[src/rtl/instr_decode_stage_pkg.sv]
// Shared decode definitions for the RV32I decode stage: opcode constants,
// opclass codes, immediate-format selects and the per-opcode decode table.
`ifndef INSTR_DECODE_STAGE_PKG_SV
`define INSTR_DECODE_STAGE_PKG_SV
package instr_decode_stage_pkg;

  localparam int unsigned OPC_W = 7;
  localparam int unsigned CLS_W = 4;

  localparam logic [OPC_W-1:0] OPC_LUI    = 7'b0110111;
  localparam logic [OPC_W-1:0] OPC_AUIPC  = 7'b0010111;
  localparam logic [OPC_W-1:0] OPC_JAL    = 7'b1101111;
  localparam logic [OPC_W-1:0] OPC_JALR   = 7'b1100111;
  localparam logic [OPC_W-1:0] OPC_BRANCH = 7'b1100011;
  localparam logic [OPC_W-1:0] OPC_LOAD   = 7'b0000011;
  localparam logic [OPC_W-1:0] OPC_STORE  = 7'b0100011;
  localparam logic [OPC_W-1:0] OPC_OPIMM  = 7'b0010011;
  localparam logic [OPC_W-1:0] OPC_OP     = 7'b0110011;
  localparam logic [OPC_W-1:0] OPC_MISC   = 7'b0001111;
  localparam logic [OPC_W-1:0] OPC_SYSTEM = 7'b1110011;

  typedef enum logic [CLS_W-1:0] {
    CLS_LUI     = 4'd0,
    CLS_AUIPC   = 4'd1,
    CLS_JAL     = 4'd2,
    CLS_JALR    = 4'd3,
    CLS_BRANCH  = 4'd4,
    CLS_LOAD    = 4'd5,
    CLS_STORE   = 4'd6,
    CLS_OPIMM   = 4'd7,
    CLS_OP      = 4'd8,
    CLS_MISC    = 4'd9,
    CLS_SYSTEM  = 4'd10,
    CLS_ILLEGAL = 4'd15
  } opclass_e;

  typedef enum logic [2:0] {
    IMM_NONE = 3'd0,
    IMM_I    = 3'd1,
    IMM_S    = 3'd2,
    IMM_B    = 3'd3,
    IMM_U    = 3'd4,
    IMM_J    = 3'd5
  } imm_fmt_e;

  typedef struct packed {
    opclass_e cls;
    imm_fmt_e fmt;
    logic     rs1_used;
    logic     rs2_used;
    logic     writes_rd;
    logic     illegal;
  } op_info_t;

  // Per-opcode decode table; unknown opcodes come back illegal with no immediate.
  function automatic op_info_t decode_opcode(input logic [OPC_W-1:0] opc);
    op_info_t info;
    info.cls       = CLS_ILLEGAL;
    info.fmt       = IMM_NONE;
    info.rs1_used  = 1'b1;
    info.rs2_used  = 1'b0;
    info.writes_rd = 1'b0;
    info.illegal   = 1'b0;
    case (opc)
      OPC_LUI:    begin info.cls = CLS_LUI;    info.fmt = IMM_U; info.rs1_used = 1'b0; info.writes_rd = 1'b1; end
      OPC_AUIPC:  begin info.cls = CLS_AUIPC;  info.fmt = IMM_U; info.rs1_used = 1'b0; info.writes_rd = 1'b1; end
      OPC_JAL:    begin info.cls = CLS_JAL;    info.fmt = IMM_J; info.rs1_used = 1'b0; info.writes_rd = 1'b1; end
      OPC_JALR:   begin info.cls = CLS_JALR;   info.fmt = IMM_I; info.writes_rd = 1'b1; end
      OPC_BRANCH: begin info.cls = CLS_BRANCH; info.fmt = IMM_B; info.rs2_used = 1'b1; end
      OPC_LOAD:   begin info.cls = CLS_LOAD;   info.fmt = IMM_I; info.writes_rd = 1'b1; end
      OPC_STORE:  begin info.cls = CLS_STORE;  info.fmt = IMM_S; info.rs2_used = 1'b1; end
      OPC_OPIMM:  begin info.cls = CLS_OPIMM;  info.fmt = IMM_I; info.writes_rd = 1'b1; end
      OPC_OP:     begin info.cls = CLS_OP;     info.rs2_used = 1'b1; info.writes_rd = 1'b1; end
      OPC_MISC:   begin info.cls = CLS_MISC;   info.fmt = IMM_I; end
      OPC_SYSTEM: begin info.cls = CLS_SYSTEM; info.fmt = IMM_I; end
      default:    info.illegal = 1'b1;
    endcase
    return info;
  endfunction

endpackage
`endif

[src/rtl/instr_decode_stage_imm_gen.sv]
// Combinational immediate generator: instruction bits [31:7] + format select
// -> sign-extended DWIDTH immediate (zero for formats without an immediate).
//   instr : instruction word bits [31:7] (opcode bits are not needed)
//   fmt   : immediate format select
//   imm   : sign-extended immediate
module instr_decode_stage_imm_gen
  import instr_decode_stage_pkg::*;
#(
  parameter int unsigned DWIDTH = 32
) (
  input  logic [31:7]       instr,
  input  imm_fmt_e          fmt,
  output logic [DWIDTH-1:0] imm
);

  // Each format is assembled as a signed field, then the sized cast sign-extends it.
  always_comb begin
    imm = '0;
    case (fmt)
      IMM_I:   imm = DWIDTH'($signed(instr[31:20]));
      IMM_S:   imm = DWIDTH'($signed({instr[31:25], instr[11:7]}));
      IMM_B:   imm = DWIDTH'($signed({instr[31], instr[7], instr[30:25], instr[11:8], 1'b0}));
      IMM_U:   imm = DWIDTH'($signed({instr[31:12], 12'b0}));
      IMM_J:   imm = DWIDTH'($signed({instr[31], instr[19:12], instr[20], instr[30:21], 1'b0}));
      default: imm = '0;
    endcase
  end

endmodule

[src/rtl/instr_decode_stage.sv]
// RV32I decode stage in front of the register file. Register read addresses
// are driven combinationally in the accept cycle so registered read data lines
// up with d_o_valid; decoded fields sit in a one-entry valid/ready register.
//   d_clk, d_rst               : clock, async active-low reset
//   d_i_valid/d_i_ready        : fetch-side handshake, d_i_instr/d_i_pc payload
//   d_flush                    : kills held and incoming instruction
//   d_o_valid/d_o_ready        : execute-side handshake
//   d_addr_rs1/d_addr_rs2      : regfile read addresses (combinational)
//   d_o_pc ... d_o_illegal     : registered decoded fields
module instr_decode_stage #(
  parameter int unsigned DWIDTH = 32,
  parameter int unsigned AWIDTH = 5,
  parameter int unsigned IWIDTH = 32
) (
  input  logic              d_clk,
  input  logic              d_rst,
  input  logic              d_i_valid,
  output logic              d_i_ready,
  input  logic [IWIDTH-1:0] d_i_instr,
  input  logic [DWIDTH-1:0] d_i_pc,
  input  logic              d_flush,
  output logic              d_o_valid,
  input  logic              d_o_ready,
  output logic [AWIDTH-1:0] d_addr_rs1,
  output logic [AWIDTH-1:0] d_addr_rs2,
  output logic [DWIDTH-1:0] d_o_pc,
  output logic [AWIDTH-1:0] d_o_rd,
  output logic [DWIDTH-1:0] d_o_imm,
  output logic [3:0]        d_o_class,
  output logic [2:0]        d_o_funct3,
  output logic              d_o_funct7b5,
  output logic              d_o_we,
  output logic              d_o_illegal
);
  import instr_decode_stage_pkg::*;

  op_info_t          info;
  logic              accept;
  logic              we_new;
  logic [AWIDTH-1:0] rs1_new;
  logic [AWIDTH-1:0] rs2_new;
  logic [AWIDTH-1:0] rs1_q;
  logic [AWIDTH-1:0] rs2_q;
  logic [AWIDTH-1:0] rd_field;
  logic [DWIDTH-1:0] imm_new;

  assign info = decode_opcode(d_i_instr[6:0]);

  // Handshake: flush frees the slot, so fetch sees ready even while stalled.
  assign d_i_ready = ~d_o_valid | d_o_ready | d_flush;
  assign accept    = d_i_valid & d_i_ready & ~d_flush;

  // Unused source fields are forced to x0 so the regfile never reads garbage.
  assign rs1_new = info.rs1_used ? AWIDTH'(d_i_instr[19:15]) : '0;
  assign rs2_new = info.rs2_used ? AWIDTH'(d_i_instr[24:20]) : '0;

  // The regfile re-reads every cycle, so a stalled entry keeps presenting its sources.
  assign d_addr_rs1 = (accept | ~d_o_valid) ? rs1_new : rs1_q;
  assign d_addr_rs2 = (accept | ~d_o_valid) ? rs2_new : rs2_q;

  assign rd_field = AWIDTH'(d_i_instr[11:7]);
  assign we_new   = info.writes_rd & (rd_field != '0);

  instr_decode_stage_imm_gen #(
    .DWIDTH (DWIDTH)
  ) u_imm_gen (
    .instr (d_i_instr[31:7]),
    .fmt   (info.fmt),
    .imm   (imm_new)
  );

  // One-entry pipeline register: flush > accept > drain > hold.
  always_ff @(posedge d_clk or negedge d_rst) begin
    if (!d_rst) begin
      d_o_valid    <= 1'b0;
      d_o_pc       <= '0;
      d_o_rd       <= '0;
      d_o_imm      <= '0;
      d_o_class    <= '0;
      d_o_funct3   <= '0;
      d_o_funct7b5 <= 1'b0;
      d_o_we       <= 1'b0;
      d_o_illegal  <= 1'b0;
      rs1_q        <= '0;
      rs2_q        <= '0;
    end else if (d_flush) begin
      d_o_valid <= 1'b0;
    end else if (accept) begin
      d_o_valid    <= 1'b1;
      d_o_pc       <= d_i_pc;
      d_o_rd       <= we_new ? rd_field : '0;
      d_o_imm      <= imm_new;
      d_o_class    <= info.cls;
      d_o_funct3   <= d_i_instr[14:12];
      d_o_funct7b5 <= d_i_instr[30];
      d_o_we       <= we_new;
      d_o_illegal  <= info.illegal;
      rs1_q        <= rs1_new;
      rs2_q        <= rs2_new;
    end else if (d_o_ready) begin
      d_o_valid <= 1'b0;
    end
  end

endmodule

[config.mk]
export PLATFORM = sky130hd
export DESIGN_NAME = instr_decode_stage
export DESIGN_NICKNAME = d
export VERILOG_FILES = /design/src/rtl/instr_decode_stage_pkg.sv /design/src/rtl/instr_decode_stage_imm_gen.sv /design/src/rtl/instr_decode_stage.sv
export SDC_FILE = /design/constraint.sdc
export NUM_CORES = 1
export LEC_CHECK = 0
export CAP_MARGIN = 10
export CORE_AREA = 2 2 103 105
export CTS_CLUSTER_DIAMETER = 150
export DETAILED_ROUTE_END_ITERATION = 8
export DIE_AREA = 0 0 105 107
export PLACE_DENSITY = 0.75
export SYNTH_ARGS = -nofsm -noshare
export SYNTH_HDL_FRONTEND = slang
export SYNTH_SLANG_ARGS = --single-unit
[constraint.sdc]
create_clock -name d_clk -period 2.1 [get_ports d_clk]
set_input_delay 0.315 -clock d_clk [delete_from_list [all_inputs] [get_ports d_clk]]
set_output_delay 0.315 -clock d_clk [all_outputs]
set_load 0.005 [all_outputs]
==> results of run 1 <==
sequential cells by signal (all words and copies together), names as in the netlist, 3 cells and up:
| name | count |
|---|---|
| d_o_class | 4 |
| d_o_pc | 32 |
| rs1_q | 5 |
| d_o_rd | 5 |
| rs2_q | 5 |
| d_o_funct3 | 3 |
| d_o_imm | 32 |
cell usage after synthesis, types with 2 or more instances:
library cell	instances	area, sq um
a21o_1	5	37.54
a21oi_1	20	100.1
a21oi_2	12	105.1
a22o_1	16	140.1
a22oi_1	9	67.56
a31o_2	2	17.52
a32oi_1	2	17.52
and2_1	4	25.02
buf_1	5	18.77
buf_2	7	35.03
buf_4	2	15.01
clkbuf_1	13	48.80
dfrtp_1	90	2252
nand2_1	162	608.1
nand2b_1	4	25.02
nand3_1	6	30.03
nor2_1	24	90.09
nor2_2	2	12.51
o211ai_1	3	22.52
o21ai_0	27	135.1
o21ai_1	4	20.02
or2_2	2	12.51
routing by layer:
| metal | vias up | wire length (microns) | GRT usage (%) |
|---|---|---|---|
| li1 | 1905 | - | - |
| met1 | 1914 | 5307 | 28.21 |
| met2 | 135 | 6288 | 39.75 |
| met3 | 15 | 646 | 4.498 |
| met4 | 0 | 221 | 8.190 |
| met5 | - | 0 | 0 |
worst paths after layout:
path / from / end / slack [ps] / cells past startpoint
setup / recovery: d_i_valid / d_addr_rs1[3] / 90 / 8
hold / removal: d_rst / d_o_imm[8]$_DFFE_PN0P_ / 400 / 2
setup reg to reg: d_o_valid$_DFFE_PN0P_ / d_o_imm[15]$_DFFE_PN0P_ / 350 / 6
hold reg to reg: d_o_pc[29]$_DFFE_PN0P_ / d_o_pc[29]$_DFFE_PN0P_ / 480 / 2
max in group asynchronous: d_rst / d_o_imm[7]$_DFFE_PN0P_ / 1150 / 3
min in group d_clk: d_i_pc[29] / d_o_pc[29]$_DFFE_PN0P_ / 480 / 3
logic make-up (layout without fill, tap and decap cells):
| logic type | Yosys count | count (layout) |
|---|---|---|
| and+or+nand+nor | 219 | 220 |
| AOI/OAI and AO/OA | 111 | 111 |
| DFF | 90 | 90 |
| buffers and inverters | 29 | 224 |
| xor gates and xnor gates | 1 | 1 |
| muxes | 1 | 1 |
timing repair:
| item | in CTS | in global routing |
|---|---|---|
| pin swaps | 4 | 4 |
| hold endpoints to repair | 23 | 0 |
| hold buffers | 1 | 0 |
| gates cloned | 1 | 0 |
| resized for setup | 39 | 13 |
| setup endpoints to repair | 11 | 20 |
| setup buffers | 5 | 0 |
worst register-to-register path: stages, from the launching register on:
cell and delay [ps]:
dfrtp_1 350, nand2b_1 110, nand2_4 110, buf_6 370, buf_4 430, a22oi_1 150, a21oi_1 160
power by group through the flow:
| stage | registers, W | logic (W) | clock network (W) |
|---|---|---|---|
| 4_1_cts | 0.00200 | 0.000962 | 0.00125 |
| 3_3_place_gp | 0.00202 | 0.000934 | 0 |
| 2_1_floorplan | 0.00203 | 0.000298 | 0 |
| 6_report | 0.00200 | 0.000952 | 0.00121 |
| 5_1_grt | 0.00201 | 0.00104 | 0.00132 |
| 3_5_place_dp | 0.00203 | 0.000956 | 0 |
layout by cell type, fill, tap and decap left out, types with 2 or more instances in the layout:
cell type,netlist,final
nand2_1,162,159
clkdlybuf4s50_1,0,142
dfrtp_1,90,90
buf_4,2,41
nor2_1,24,24
o21ai_0,27,21
a21oi_1,20,20
a22o_1,16,16
a21oi_2,12,12
clkbuf_8,0,11
o21ai_1,4,9
a22oi_1,9,9
dlygate4sd2_1,0,9
nand3_1,6,6
a21o_1,5,5
buf_12,0,5
nand2b_1,4,4
and2_4,0,3
o211ai_1,3,3
buf_2,7,3
clkbuf_2,0,3
buf_6,1,3
nand2_2,0,2
and2_1,4,2
nor2_2,2,2
a32oi_1,2,2
a31o_2,2,2
final cells by class:
class	instances	area [sq um]
Sequential cell	90	2252
Tap cell	136	170.2
Timing Repair Buffer	208	1994
Multi-Input combinational cell	333	1773
Clock buffer	11	151.4
Clock inverter	4	51.30
Inverter	1	3.754
Fill cell	916	3696
through the flow:
stage | area (sq um) | std cells | util, %
3_3_place_gp | 6141 | 761 | 60.85
5_1_grt | 6396 | 783 | 63.38
2_1_floorplan | 4116 | 451 | -
6_report | 6396 | 783 | 63.38
3_5_place_dp | 6141 | 761 | 60.85
4_1_cts | 6397 | 783 | 63.39
==> metrics.csv, run 1 <==
metric,value,unit
Post-Syn Nets,520,
crit path buf inv count,3,
gr ovfl total,0,
Clock Power Share,29.1,%
Die ar.,11240,sq um
Routed WL per cell,15.92,microns
mux contribution to synthesized area,0.2736,%
vias after detailed routing,3969,
DR DRC count,0,
CP Max Fanout,10,
area grow syn2layout,55.38,%
vias in the first global route,4056,
Combinational Power Share,22.9,%
largest net degree at the start of global routing,55,
Worst-Skew Late Latency,360,ps
Final nets,712,
DP Wirelength,9.395,mm
CTS Buf Count,9,
Leak,2.885,nW
largest family of logic cells by synthesized area,simple AND/OR/NAND/NOR gates,
worst-margin pin slew,417.8,ps
P per Cell Area,649.8,nW/um^2
outcome,completed,
total power,0.004156,W
Sw Share,26.31,%
CTS root buf,clkbuf_8,
Seq pwr share,48.0,%
Max-Cap Viols,0,
layout cells sized above 1,16.69,%
H-tree depth,3,
arrival time worst endpoint,1700,ps
Cell Int Power,0.003063,W
"FF+latch count, synth",90,
Compound-Gate Fraction of Synth Area,19.21,%
Core ar.,10090,sq um
Final setup viols,0,
Mapped Area,4116,sq um
final setup TNS,0,ps
Die Wd,105,microns
yosys warns,0,
CTS tree,built,
# rows,37,
fin crit share,95.81,%
PortBufs,159,
CP Cell Sequence,clkdlybuf4s50_1 > nor2b_1 > buf_4 > nand2_4 > and2_4 > nand2_1 > o21ai_0 > dlygate4sd2_1,
Routed WL,12.46,mm
average size of a mapped cell,9.127,sq um
Tot GR Track Use,22.81,%
Peak supply drop,0.3676,mV
Crit. End Element,primary output,
register area share after synthesis,54.71,%
I/O pins,160,
crit path time final,2012,ps
Initial DRT Pass Iterations,4,
Post-synth EDFFs,0,
RSZ-0062 raised after global routing,false,
Clock Sinks,90,
cell family with most CP delay,buffers and inverters,
Pins Over Slew Limit,0,
clock skew,3.113,ps
first-pass GRT wire length,20.18,mm
post-place setup slack,-517.2,ps
drt initial violations,223,
top_reg_cell synth,dfrtp_1,
CP Class,in -> out,
RePlAce Congestion,0.8839,
Synth Area in Adders,0,%
Hold WC Path Type,in -> async,
Die H,107,microns
initial core utilization,40.79,%
clock buffer depth,2,
WP data required,1780,ps
Routed Antenna Nets,0,
Post-Synth Simple-Gate Area,22.37,%
Hold Fails Final Rpt,0,
initial antenna violation count,0,
Netlist cell types,52,
diode count,0,
tightest hold margin,399.6,ps
CP max-delay cell,clkdlybuf4s50_1,
Max transition margin,72.15,%
Setup WS post-layout,87.95,ps
via/cell ratio,5.069,
"FFs w/ async S/R, synth",100.0,%
Psw,0.001093,W
Synth Instances,451,
Startpoint Class,input pin,
Max Clock Freq,497.0,MHz
Slowest Stage Delay on Critical Path,440,ps
XOR/XNOR Fraction of Synth Area,0.2128,%
"Reg clk slew, reported paths",80,ps
Note: power is estimated with default switching activity, not from simulation.
==> run 2: changes to the inputs <==
--- a/config.mk
+++ b/config.mk
@@ -10,6 +10,7 @@
 export CTS_CLUSTER_DIAMETER = 150
 export DETAILED_ROUTE_END_ITERATION = 8
 export DIE_AREA = 0 0 105 107
+export MAX_ROUTING_LAYER = met4
 export PLACE_DENSITY = 0.75
 export SYNTH_ARGS = -nofsm -noshare
 export SYNTH_HDL_FRONTEND = slang
==> run 2 against run 1 <==
Against the previous run: clock power is 11% higher; via count grew 0.91%; global-route usage increased by 0.17 points; critical path type unchanged; combinational power is essentially flat; sequential cell count is the same; routed wire length rose by 0.87%; cell count grew 0.13%; clock skew rose by 4.8 ps; utilization is 0.11 points higher; total power rose by 3.1%.
==> metrics.csv, run 2 (synthesis results as in run 1) <==
metric,value,unit,change
Routed WL,12.57,mm,was 12.46 mm
CP Class,in -> out,,unchanged
Initial DRT Pass Iterations,4,,unchanged
Crit. End Element,primary output,,unchanged
layout cells sized above 1,16.20,%,was 16.69%
vias in the first global route,3839,,was 4056
Layout Utilization,63.49,%,was 63.38%
Routed Antenna Nets,0,,unchanged
Combinational Power Share,22.2,%,was 22.9%
RePlAce Congestion,0.8923,,was 0.8839
Core ar.,10090,sq um,unchanged
RSZ-0062 raised after global routing,false,,unchanged
first-pass GRT wire length,19.63,mm,was 20.18 mm
fin crit share,97.18,%,was 95.81%
FF-to-FF setup slack,330,ps,was 350 ps
Slowest Stage Delay on Critical Path,500,ps,was 440 ps
crit path time final,2041,ps,was 2012 ps
# rows,37,,unchanged
WP data required,1780,ps,about the same
arrival time worst endpoint,1730,ps,was 1700 ps
Worst-Skew Late Latency,360,ps,about the same
Cell Int Power,0.003130,W,was 0.003063 W
vias after detailed routing,4005,,was 3969
post-route cell area,6407,sq um,was 6396 sq um
I/O pins,160,,unchanged
Die ar.,11240,sq um,unchanged
CP Max Fanout,10,,unchanged
Final setup viols,0,,unchanged
P per Cell Area,669.0,nW/um^2,was 649.8 nW/um^2
"Reg clk slew, reported paths",90,ps,was 80 ps
Seq pwr share,46.5,%,was 48.0%
DP Wirelength,9.223,mm,was 9.395 mm
Worst Setup EP,d_addr_rs2[2],,was d_addr_rs1[3]
Hold WC Path Type,in -> reg,,was in -> async
clock buffer depth,2,,unchanged
diode count,0,,unchanged
H-tree depth,3,,unchanged
largest registers,"d_o_imm: 32 flops, d_o_pc: 32 flops",,unchanged
Max-Cap Viols,0,,unchanged
Tot GR Track Use,22.98,%,was 22.81%
CP Cell Sequence,clkdlybuf4s50_1 > nor2b_2 > buf_4 > nand2_4 > and2_4 > nand2_1 > o21ai_1 > dlygate4sd2_1,,was clkdlybuf4s50_1 > nor2b_1 > buf_4 > nand2_4 > and2_4 > nand2_1 > o21ai_0 > dlygate4sd2_1
non-filler instance count after layout,784,,was 783
reg2reg path depth,6,,unchanged
gr ovfl total,0,,unchanged
area grow syn2layout,55.65,%,was 55.38%
Hold Fails Final Rpt,0,,unchanged
via/cell ratio,5.108,,was 5.069
"most common cell after layout, fill and taps aside",nand2_1,,unchanged
most frequent cells in the layout,"nand2_1, clkdlybuf4s50_1, dfrtp_1",,unchanged
DR DRC count,0,,unchanged
largest net degree at the start of global routing,58,,was 55
CTS tree,built,,unchanged
CTS Buf Count,9,,unchanged
Die Wd,105,microns,unchanged
tightest hold margin,472.7,ps,was 399.6 ps
initial antenna violation count,0,,unchanged
CTS root buf,clkbuf_8,,unchanged
Sw Share,26.97,%,was 26.31%
Psw,0.001156,W,was 0.001093 W
Clock Power Share,31.3,%,was 29.1%
Max Clock Freq,490.0,MHz,was 497.0 MHz
Die H,107,microns,unchanged
Clock Sinks,90,,unchanged
Leak,2.895,nW,was 2.885 nW
Peak supply drop,0.3818,mV,was 0.3676 mV
Reg-to-Reg Start,d_o_valid$_DFFE_PN0P_,,unchanged
CP max-delay cell,clkdlybuf4s50_1,,unchanged
PortBufs,159,,unchanged
Routed WL per cell,16.04,microns,was 15.92 microns
outcome,completed,,unchanged
drt initial violations,215,,was 223
Placed Cells,762,,was 761
Placed Instance Area,6136,sq um,was 6141 sq um
initial core utilization,40.79,%,unchanged
Reg-to-Reg End,d_o_imm[16]$_DFFE_PN0P_,,was d_o_imm[15]$_DFFE_PN0P_
clock skew,7.941,ps,was 3.113 ps
Max transition margin,58.65,%,was 72.15%
Worst setup startpoint,d_flush,,was d_i_valid
worst-margin pin slew,620.3,ps,was 417.8 ps
Startpoint Class,input pin,,unchanged
Pins Over Slew Limit,0,,unchanged
Final nets,712,,unchanged
## run 2: power by group through the flow
stage,Sequential (W),Clock [W],Combinational (W)
floorplan,0.00203,0,0.000298
CTS,0.00200,0.00136,0.000960
global route,0.00202,0.00145,0.00104
global placement,0.00202,0,0.000934
finish,0.00199,0.00134,0.000951
detailed placement,0.00203,0,0.000952
## run 2: metrics by stage
stage	TNS, ps	setup WS, ps	total power [W]
6_report	0	59.23	0.004287
2_1_floorplan	0	499.4	0.002332
4_1_cts	0	4.619	0.004320
3_5_place_dp	-14150	-541.6	0.002980
3_3_place_gp	-10660	-463.6	0.002954
5_1_grt	0	9.035	0.004499
## run 2: repair_timing
| action | 4_1_cts | 5_1_grt |
|---|---|---|
| gates resized for setup | 39 | 8 |
| buffers inserted | 4 | 0 |
| pin swaps | 2 | 4 |
| hold endpoints to repair | 46 | 0 |
| endpoints found under the setup margin | 11 | 18 |
| gates cloned | 1 | 0 |
| hold buffers | 1 | 0 |
## run 2: worst min path at each step
stage | depth (start not counted) | slack, ps | start | to
final | 3 | 470 | d_i_pc[30] | d_o_pc[30]$_DFFE_PN0P_
after global routing | 3 | 460 | d_i_pc[30] | d_o_pc[30]$_DFFE_PN0P_
after CTS | 3 | 460 | d_i_pc[30] | d_o_pc[30]$_DFFE_PN0P_
after detailed placement | 1 | 370 | d_rst | d_o_imm[5]$_DFFE_PN0P_
after global placement | 1 | 360 | d_rst | d_o_imm[5]$_DFFE_PN0P_
after floorplan | 0 | 20 | d_rst | d_o_class[0]$_DFFE_PN0P_
## run 2: per-layer routing
metal	global-route usage [%]	wire length [microns]	up-vias
met4	7.143	191	0
met2	36.97	6154	146
met1	29.93	5436	1938
li1	-	-	1906
met3	4.012	789	15
met5	-	0	-
## run 2: critical path: cells and delay by family
family                 cells  cell delay [ps]
AOI/OAI and AO/OA          1               80
buffers and inverters      3              900
and+or+nand+nor            4              420
## run 2: cell type report
type,count,area [sq um]
well taps,136,170.2
flip-flops and latches,90,2252
multi-input cells,333,1768
repair buffers,208,1991
fillers,900,3685
clock inverters,7,98.84
inverters,1,3.754
clock buffers,9,123.9
